$ cat config.mk
export PLATFORM = sky130hd
export DESIGN_NAME = sp_ram_arbiter
export DESIGN_NICKNAME = d
export VERILOG_FILES = /design/src/rtl/sp_ram_arbiter.sv
export SDC_FILE = /design/constraint.sdc
export NUM_CORES = 1
export LEC_CHECK = 0
export ABC_AREA = 1
export CAP_MARGIN = 20
export CELL_PAD_IN_SITES_DETAIL_PLACEMENT = 1
export CELL_PAD_IN_SITES_GLOBAL_PLACEMENT = 2
export CORE_MARGIN = 2
export CORE_UTILIZATION = 10
export DETAILED_ROUTE_END_ITERATION = 10
export GPL_ROUTABILITY_DRIVEN = 0
export GPL_TIMING_DRIVEN = 0
export PLACE_DENSITY_LB_ADDON = 0.12
export REMOVE_ABC_BUFFERS = 1
export SLEW_MARGIN = 20
export SYNTH_ARGS = -nofsm -noshare
export SYNTH_HDL_FRONTEND = slang
export SYNTH_SLANG_ARGS = --single-unit
export TNS_END_PERCENT = 50
$ cat constraint.sdc
create_clock -name clk -period 1.8 [get_ports clk]
set_input_delay 0.27 -clock clk [delete_from_list [all_inputs] [get_ports clk]]
set_output_delay 0.27 -clock clk [all_outputs]
set_load 0.01 [all_outputs]
$ cat src/rtl/sp_ram_arbiter.sv
// sp_ram_arbiter
// Shares one single-port RAM (req/gnt/rvalid handshake with byte enables)
// among NUM_PORTS masters. Each cycle one requesting master is picked in
// round-robin order and its address, write enable, write data and byte
// enables are forwarded to the RAM. The index of every granted master is
// pushed into a small in-order tag FIFO, so each RAM response can be routed
// back to the master that issued the access. Up to OUTSTANDING accesses may
// be in flight, which covers RAM response latencies of 1..OUTSTANDING cycles.
//
// Ports
//   clk, rst_n      clock (rising edge) and asynchronous active-low reset
//   m_req_i         per-master request
//   m_addr_i        per-master address, master k in slice k
//   m_we_i          per-master write enable
//   m_wdata_i       per-master write data, master k in slice k
//   m_be_i          per-master byte enables, master k in slice k
//   m_gnt_o         per-master grant (one-hot or zero)
//   m_rvalid_o      per-master response valid (one-hot or zero)
//   m_rdata_o       read data, shared by all masters
//   ram_req_o       request to the RAM
//   ram_addr_o      forwarded address
//   ram_we_o        forwarded write enable
//   ram_wdata_o     forwarded write data
//   ram_be_o        forwarded byte enables
//   ram_gnt_i       RAM grant
//   ram_rvalid_i    RAM response valid (one per granted access)
//   ram_rdata_i     RAM read data
//   err_o           sticky error: a RAM response arrived with nothing outstanding
module sp_ram_arbiter #(
   parameter int NUM_PORTS   = 2,
   parameter int ADDR_WIDTH  = 8,
   parameter int DATA_WIDTH  = 32,
   parameter int OUTSTANDING = 2
) (
   input  logic                                  clk,
   input  logic                                  rst_n,
   input  logic [NUM_PORTS-1:0]                  m_req_i,
   input  logic [NUM_PORTS*ADDR_WIDTH-1:0]       m_addr_i,
   input  logic [NUM_PORTS-1:0]                  m_we_i,
   input  logic [NUM_PORTS*DATA_WIDTH-1:0]       m_wdata_i,
   input  logic [NUM_PORTS*(DATA_WIDTH/8)-1:0]   m_be_i,
   output logic [NUM_PORTS-1:0]                  m_gnt_o,
   output logic [NUM_PORTS-1:0]                  m_rvalid_o,
   output logic [DATA_WIDTH-1:0]                 m_rdata_o,
   output logic                                  ram_req_o,
   output logic [ADDR_WIDTH-1:0]                 ram_addr_o,
   output logic                                  ram_we_o,
   output logic [DATA_WIDTH-1:0]                 ram_wdata_o,
   output logic [DATA_WIDTH/8-1:0]               ram_be_o,
   input  logic                                  ram_gnt_i,
   input  logic                                  ram_rvalid_i,
   input  logic [DATA_WIDTH-1:0]                 ram_rdata_i,
   output logic                                  err_o
);

   localparam int BE_W  = DATA_WIDTH / 8;
   localparam int PTR_W = $clog2(NUM_PORTS);
   localparam int FP_W  = (OUTSTANDING > 1) ? $clog2(OUTSTANDING) : 1;
   localparam int DEPTH = 2 ** FP_W;
   localparam int CNT_W = $clog2(OUTSTANDING + 1);

   localparam logic [PTR_W:0]   NP_EXT   = (PTR_W+1)'(NUM_PORTS);
   localparam logic [FP_W-1:0]  FP_LAST  = FP_W'(OUTSTANDING - 1);
   localparam logic [CNT_W-1:0] CNT_FULL = CNT_W'(OUTSTANDING);

   logic [PTR_W-1:0]     r_rrPtr;
   logic [PTR_W-1:0]     r_tags [DEPTH];
   logic [FP_W-1:0]      r_wrPtr;
   logic [FP_W-1:0]      r_rdPtr;
   logic [CNT_W-1:0]     r_count;
   logic                 r_err;

   logic [2*NUM_PORTS-1:0] w_reqDbl;
   logic [PTR_W-1:0]       w_offset;
   logic [PTR_W:0]         w_selRaw;
   logic [PTR_W:0]         w_selWrap;
   logic [PTR_W-1:0]       w_selIdx;
   logic [PTR_W:0]         w_nextRaw;
   logic [PTR_W-1:0]       w_nextPtr;
   logic                   w_anyReq;
   logic                   w_full;
   logic                   w_empty;
   logic                   w_issueOk;
   logic                   w_grant;
   logic                   w_pop;
   logic [PTR_W-1:0]       w_headTag;

   // Round-robin pick. The request vector is doubled and shifted down by the
   // priority pointer so the lowest set bit is the first requester at or
   // after r_rrPtr; adding that offset back (mod NUM_PORTS) gives its index.
   // The pointer for the next cycle is the winner plus one, wrapped.
   always_comb begin
      w_reqDbl = {m_req_i, m_req_i} >> r_rrPtr;
      w_offset = '0;
      for (int i = NUM_PORTS - 1; i >= 0; i--) begin
         if (w_reqDbl[i]) begin
            w_offset = PTR_W'(i);
         end
      end
      w_selRaw  = {1'b0, r_rrPtr} + {1'b0, w_offset};
      w_selWrap = w_selRaw - NP_EXT;
      w_selIdx  = (w_selRaw >= NP_EXT) ? w_selWrap[PTR_W-1:0] : w_selRaw[PTR_W-1:0];
      w_nextRaw = {1'b0, w_selIdx} + (PTR_W+1)'(1);
      w_nextPtr = (w_nextRaw == NP_EXT) ? '0 : w_nextRaw[PTR_W-1:0];
   end

   // Forward the selected master's access fields to the RAM; everything
   // reads as zero when nobody is requesting.
   always_comb begin
      ram_addr_o  = '0;
      ram_we_o    = 1'b0;
      ram_wdata_o = '0;
      ram_be_o    = '0;
      if (w_anyReq) begin
         for (int k = 0; k < NUM_PORTS; k++) begin
            if (w_selIdx == PTR_W'(k)) begin
               ram_addr_o  = m_addr_i[k*ADDR_WIDTH +: ADDR_WIDTH];
               ram_we_o    = m_we_i[k];
               ram_wdata_o = m_wdata_i[k*DATA_WIDTH +: DATA_WIDTH];
               ram_be_o    = m_be_i[k*BE_W +: BE_W];
            end
         end
      end
   end

   // Issue is blocked only when every tag slot is taken and no response
   // arrives this cycle; a response pops the head so the slot can be reused
   // in the same cycle. Request and grant are masked while reset is held.
   always_comb begin
      w_anyReq  = |m_req_i;
      w_full    = (r_count == CNT_FULL);
      w_empty   = (r_count == '0);
      w_pop     = ram_rvalid_i & ~w_empty;
      w_issueOk = ~w_full | ram_rvalid_i;
      ram_req_o = rst_n & w_anyReq & w_issueOk;
      w_grant   = ram_req_o & ram_gnt_i;
      w_headTag = r_tags[r_rdPtr];
   end

   // Per-master grant and response strobes. A response goes to whichever
   // master sits at the head of the tag FIFO, so responses leave in the same
   // order the accesses were granted.
   always_comb begin
      m_gnt_o    = '0;
      m_rvalid_o = '0;
      for (int k = 0; k < NUM_PORTS; k++) begin
         m_gnt_o[k]    = w_grant & (w_selIdx == PTR_W'(k));
         m_rvalid_o[k] = rst_n & w_pop & (w_headTag == PTR_W'(k));
      end
   end

   assign m_rdata_o = ram_rdata_i;
   assign err_o     = r_err;

   // Tag storage: the granted master's index is written at the tail slot.
   // Stale contents are harmless because r_count guards every read.
   always_ff @(posedge clk) begin
      if (w_grant) begin
         r_tags[r_wrPtr] <= w_selIdx;
      end
   end

   // Control state: priority pointer, FIFO pointers and occupancy, and the
   // sticky error flag. A simultaneous push and pop leaves the count alone.
   always_ff @(posedge clk or negedge rst_n) begin
      if (!rst_n) begin
         r_rrPtr <= '0;
         r_wrPtr <= '0;
         r_rdPtr <= '0;
         r_count <= '0;
         r_err   <= 1'b0;
      end else begin
         if (w_grant) begin
            r_rrPtr <= w_nextPtr;
            r_wrPtr <= (r_wrPtr == FP_LAST) ? '0 : r_wrPtr + 1'b1;
         end
         if (w_pop) begin
            r_rdPtr <= (r_rdPtr == FP_LAST) ? '0 : r_rdPtr + 1'b1;
         end
         if (w_grant && !w_pop) begin
            r_count <= r_count + 1'b1;
         end else if (!w_grant && w_pop) begin
            r_count <= r_count - 1'b1;
         end
         if (ram_rvalid_i && w_empty) begin
            r_err <= 1'b1;
         end
      end
   end

endmodule

==> results.sh <==
export IMPL_numCtsBuffers=3
export IMPL_status="finished, violations left"
export IMPL_synth_top_family_by_area="simple AND/OR/NAND/NOR gates"
export IMPL_die_w_um=132
export IMPL_yosys_area_share_adder=0.00764
export IMPL_final_common_cell="clkdlybuf4s50_1"
export IMPL_dieArea_um2=17400
export IMPL_max_slew_margin=0.793
export IMPL_grt_pass1_vias=2750
export IMPL_die_h_um=132
export IMPL_ant_nets=0
export IMPL_synthDistinctLibCells=23
export IMPL_clkPwrFrac=0.119
export IMPL_synthCells=281
export IMPL_finalSetupViolCount=45
export IMPL_tightestPinTransition_ns=0.309
export IMPL_avgViaCountPerCell=3.84
export IMPL_setup_ws_ns=-0.156
export IMPL_layout_cells_non_filler=668
export IMPL_synth_xor_area_frac=0.0160
export IMPL_final_setup_skew_ns=0.00279
export IMPL_first_iter_violations=67
export IMPL_grt_ovfl_total=0
export IMPL_ys_seq_area_frac=0.128
export IMPL_seq_area_um2=211
export IMPL_n_fill_cell=1933
export IMPL_core_area_um2=15900
export IMPL_max_cap_violations=0
export IMPL_hold_class="register to register"
export IMPL_power_leakage_nw=1.79
export IMPL_synth_seq_cells=8
export IMPL_synth_simple_gate_area_frac=0.591
export IMPL_clk_latency_ns=0.23
export IMPL_root_buffer="clkbuf_16"
export IMPL_worstSetupPathType="register to output pin"
export IMPL_pin_count=211
export IMPL_dp_slack_ns=-1.24
export IMPL_start_util=0.103
export IMPL_cts_htree_levels=1
export IMPL_synth_mux_area_frac=0
export IMPL_vias=2564
export IMPL_worstHoldStart="err_o$_DFFE_PN0P_"
export IMPL_fin_setup_tns_ns=-4.75
export IMPL_ys_top_cells_by_area="nor2_1 22%, nand3b_1 21%, buf_4 15%"
export IMPL_syn2layout_area_growth_pct=142
export IMPL_cp_arrival_ns=1.69
export IMPL_cp_start_kind="register"
export IMPL_synth_compound_area_share=0.0115
export IMPL_drv_slew=0
export IMPL_drive_above_1_share=0.342
export IMPL_p_comb_frac=0.784
export IMPL_wl_per_cell_um=19.8
export IMPL_violations="setup timing"
export IMPL_antenna_found_initial=2
export IMPL_max_freq_mhz=511
export IMPL_synth_largest_area_cell="nor2_1"
export IMPL_reg2reg_slack_ns=0.15
export IMPL_first_pass_iters=4
export IMPL_total_power_mw=3.29
export IMPL_multi_input_area_um2=1350
export IMPL_grt_usage=0.144
export IMPL_core_rowCount=46
export IMPL_ir_drop_v=0.000362
export IMPL_yosysTopAreaCellShare=0.218
export IMPL_grt_pass1_wl_mm=18.6
export IMPL_path_max_fanout=8
export IMPL_power_density_nw_per_um2=832
export IMPL_io_buffers=146
export IMPL_cp_startpoint="r_rrPtr$_DFFE_PN0N_"
export IMPL_rsz0062_at_grt="true"
export IMPL_synth_area_um2=1640
export IMPL_ys_warn_count=0
export IMPL_cts_sinks=8
export IMPL_critPathCaptureType="output pin"
export IMPL_switching_share=0.444
export IMPL_dp_hpwl_mm=7.06
export IMPL_grt_max_degree=46
export IMPL_clkTransAtPathRegs_ns=0.04
export IMPL_p_seq_frac=0.098
export IMPL_nets=580
export IMPL_placed_cells=595
export IMPL_fin_crit_sh=1.09
export IMPL_power_switching_mw=1.46
export IMPL_cts_tree="built"
export IMPL_r2r_start="r_rrPtr$_DFFE_PN0N_"
export IMPL_hold_viol=0
export IMPL_mostFrequentLayoutCells="93 x clkdlybuf4s50_1, 75 x nor2_1, 52 x nand2_1"
export IMPL_totalWireLength_mm=13.2
export IMPL_cell_internal_pwr_mw=1.83
export IMPL_drcViolationCount=0
export IMPL_period_needed_ns=1.96
export IMPL_postSynthAreaPerCell_um2=5.83
export IMPL_worstPathRequired_ns=1.53
export IMPL_clockBufferDepth=2
## worst paths after layout
| path | end | depth (start not counted) |
|---|---|---|
| hold / removal | err_o$_DFFE_PN0P_ | 1 |
| setup / recovery | ram_we_o | 11 |
| setup reg to reg | r_tags[1]$_DFFE_PP_ | 9 |
| min in group asynchronous | r_count[1]$_DFFE_PN0P_ | 2 |
| max in group asynchronous | r_rrPtr$_DFFE_PN0N_ | 2 |
| hold reg to reg | err_o$_DFFE_PN0P_ | 1 |
## state kept, by name (all words and copies together), names as in the netlist
register  flops
r_wrPtr       1
r_rrPtr       1
r_rdPtr       1
r_count       2
err_o         1
r_tags        2
## power by group through the flow
stage / Clock [mW] / Sequential [mW] / Combinational [mW]
floorplan: 0 / 0.293 / 0.701
global placement: 0 / 0.307 / 1.56
detailed placement: 0 / 0.308 / 1.56
CTS: 0.400 / 0.326 / 2.24
global route: 0.415 / 0.335 / 2.80
finish: 0.391 / 0.322 / 2.58
## kinds of logic after synthesis
family,Yosys count
AO/OA/AOI/OAI,3
AND/OR/NAND/NOR,204
buffers and inverters,62
adder cells (fa/ha/maj),1
XOR/XNOR,3
flip-flops,8
## per-stage QoR
step / instance area (um2) / hold WS [ns] / utilization
2_1_floorplan: 1290 / -0.0256 / -
3_3_place_gp: 3020 / 0.453 / 0.190
3_5_place_dp: 3030 / 0.464 / 0.190
4_1_cts: 3670 / 0.472 / 0.230
5_1_grt: 3960 / 0.492 / 0.248
6_report: 3960 / 0.465 / 0.248
## cells in the mapped netlist
cell and number:
a31o_2 1, buf_2 12, buf_4 32, buf_6 4, dfrtp_1 6, edfxtp_1 2
ha_1 1, inv_1 12, inv_2 1, inv_6 1, nand2_1 55, nand2_2 1
nand2_4 2, nand3_1 1, nand3b_1 46, nand4_1 2, nor2_1 95, nor3_1 1
nor3b_1 1, o21ai_0 1, o21ai_1 1, xnor2_1 2, xor2_1 1
## metal layers
metal,global-route usage,part of all wire,wire length (um)
met5,0.00556,0,0
met4,0.0229,0.018,234
met3,0.0454,0.069,917
met2,0.261,0.50,6660
met1,0.167,0.41,5390
## area by class of cell
| cell class | instances | share of cell area |
|---|---|---|
| clock buffers | 4 | 0.0199 |
| diodes | 2 | 0.00126 |
| repair inverters | 6 | 0.0221 |
| inverters | 14 | 0.0259 |
| repair buffers | 198 | 0.468 |
| multi-input cells | 220 | 0.341 |
| flip-flops and latches | 8 | 0.0534 |
| well taps | 216 | 0.0682 |
## critical path: stages (launching register included)
cell     delay (ns)
dfrtp_2        0.44
buf_12         0.14
nand2_8        0.06
nand2_8        0.07
nand2_8        0.12
buf_12         0.12
inv_8          0.04
buf_6          0.11
buf_6          0.11
nor2_4         0.06
nor2_1         0.04
buf_2          0.13
## what timing repair did
action / CTS / global route
pin swaps: 25 / 20
gates resized for setup: 267 / 38
cloned: 13 / 2
endpoints found under the setup margin: 55 / 49
hold buffers: 1 / 0
endpoints found under the hold margin: 6 / 0
buffers inserted: 43 / 12
Power figures use the tool's default switching activity.
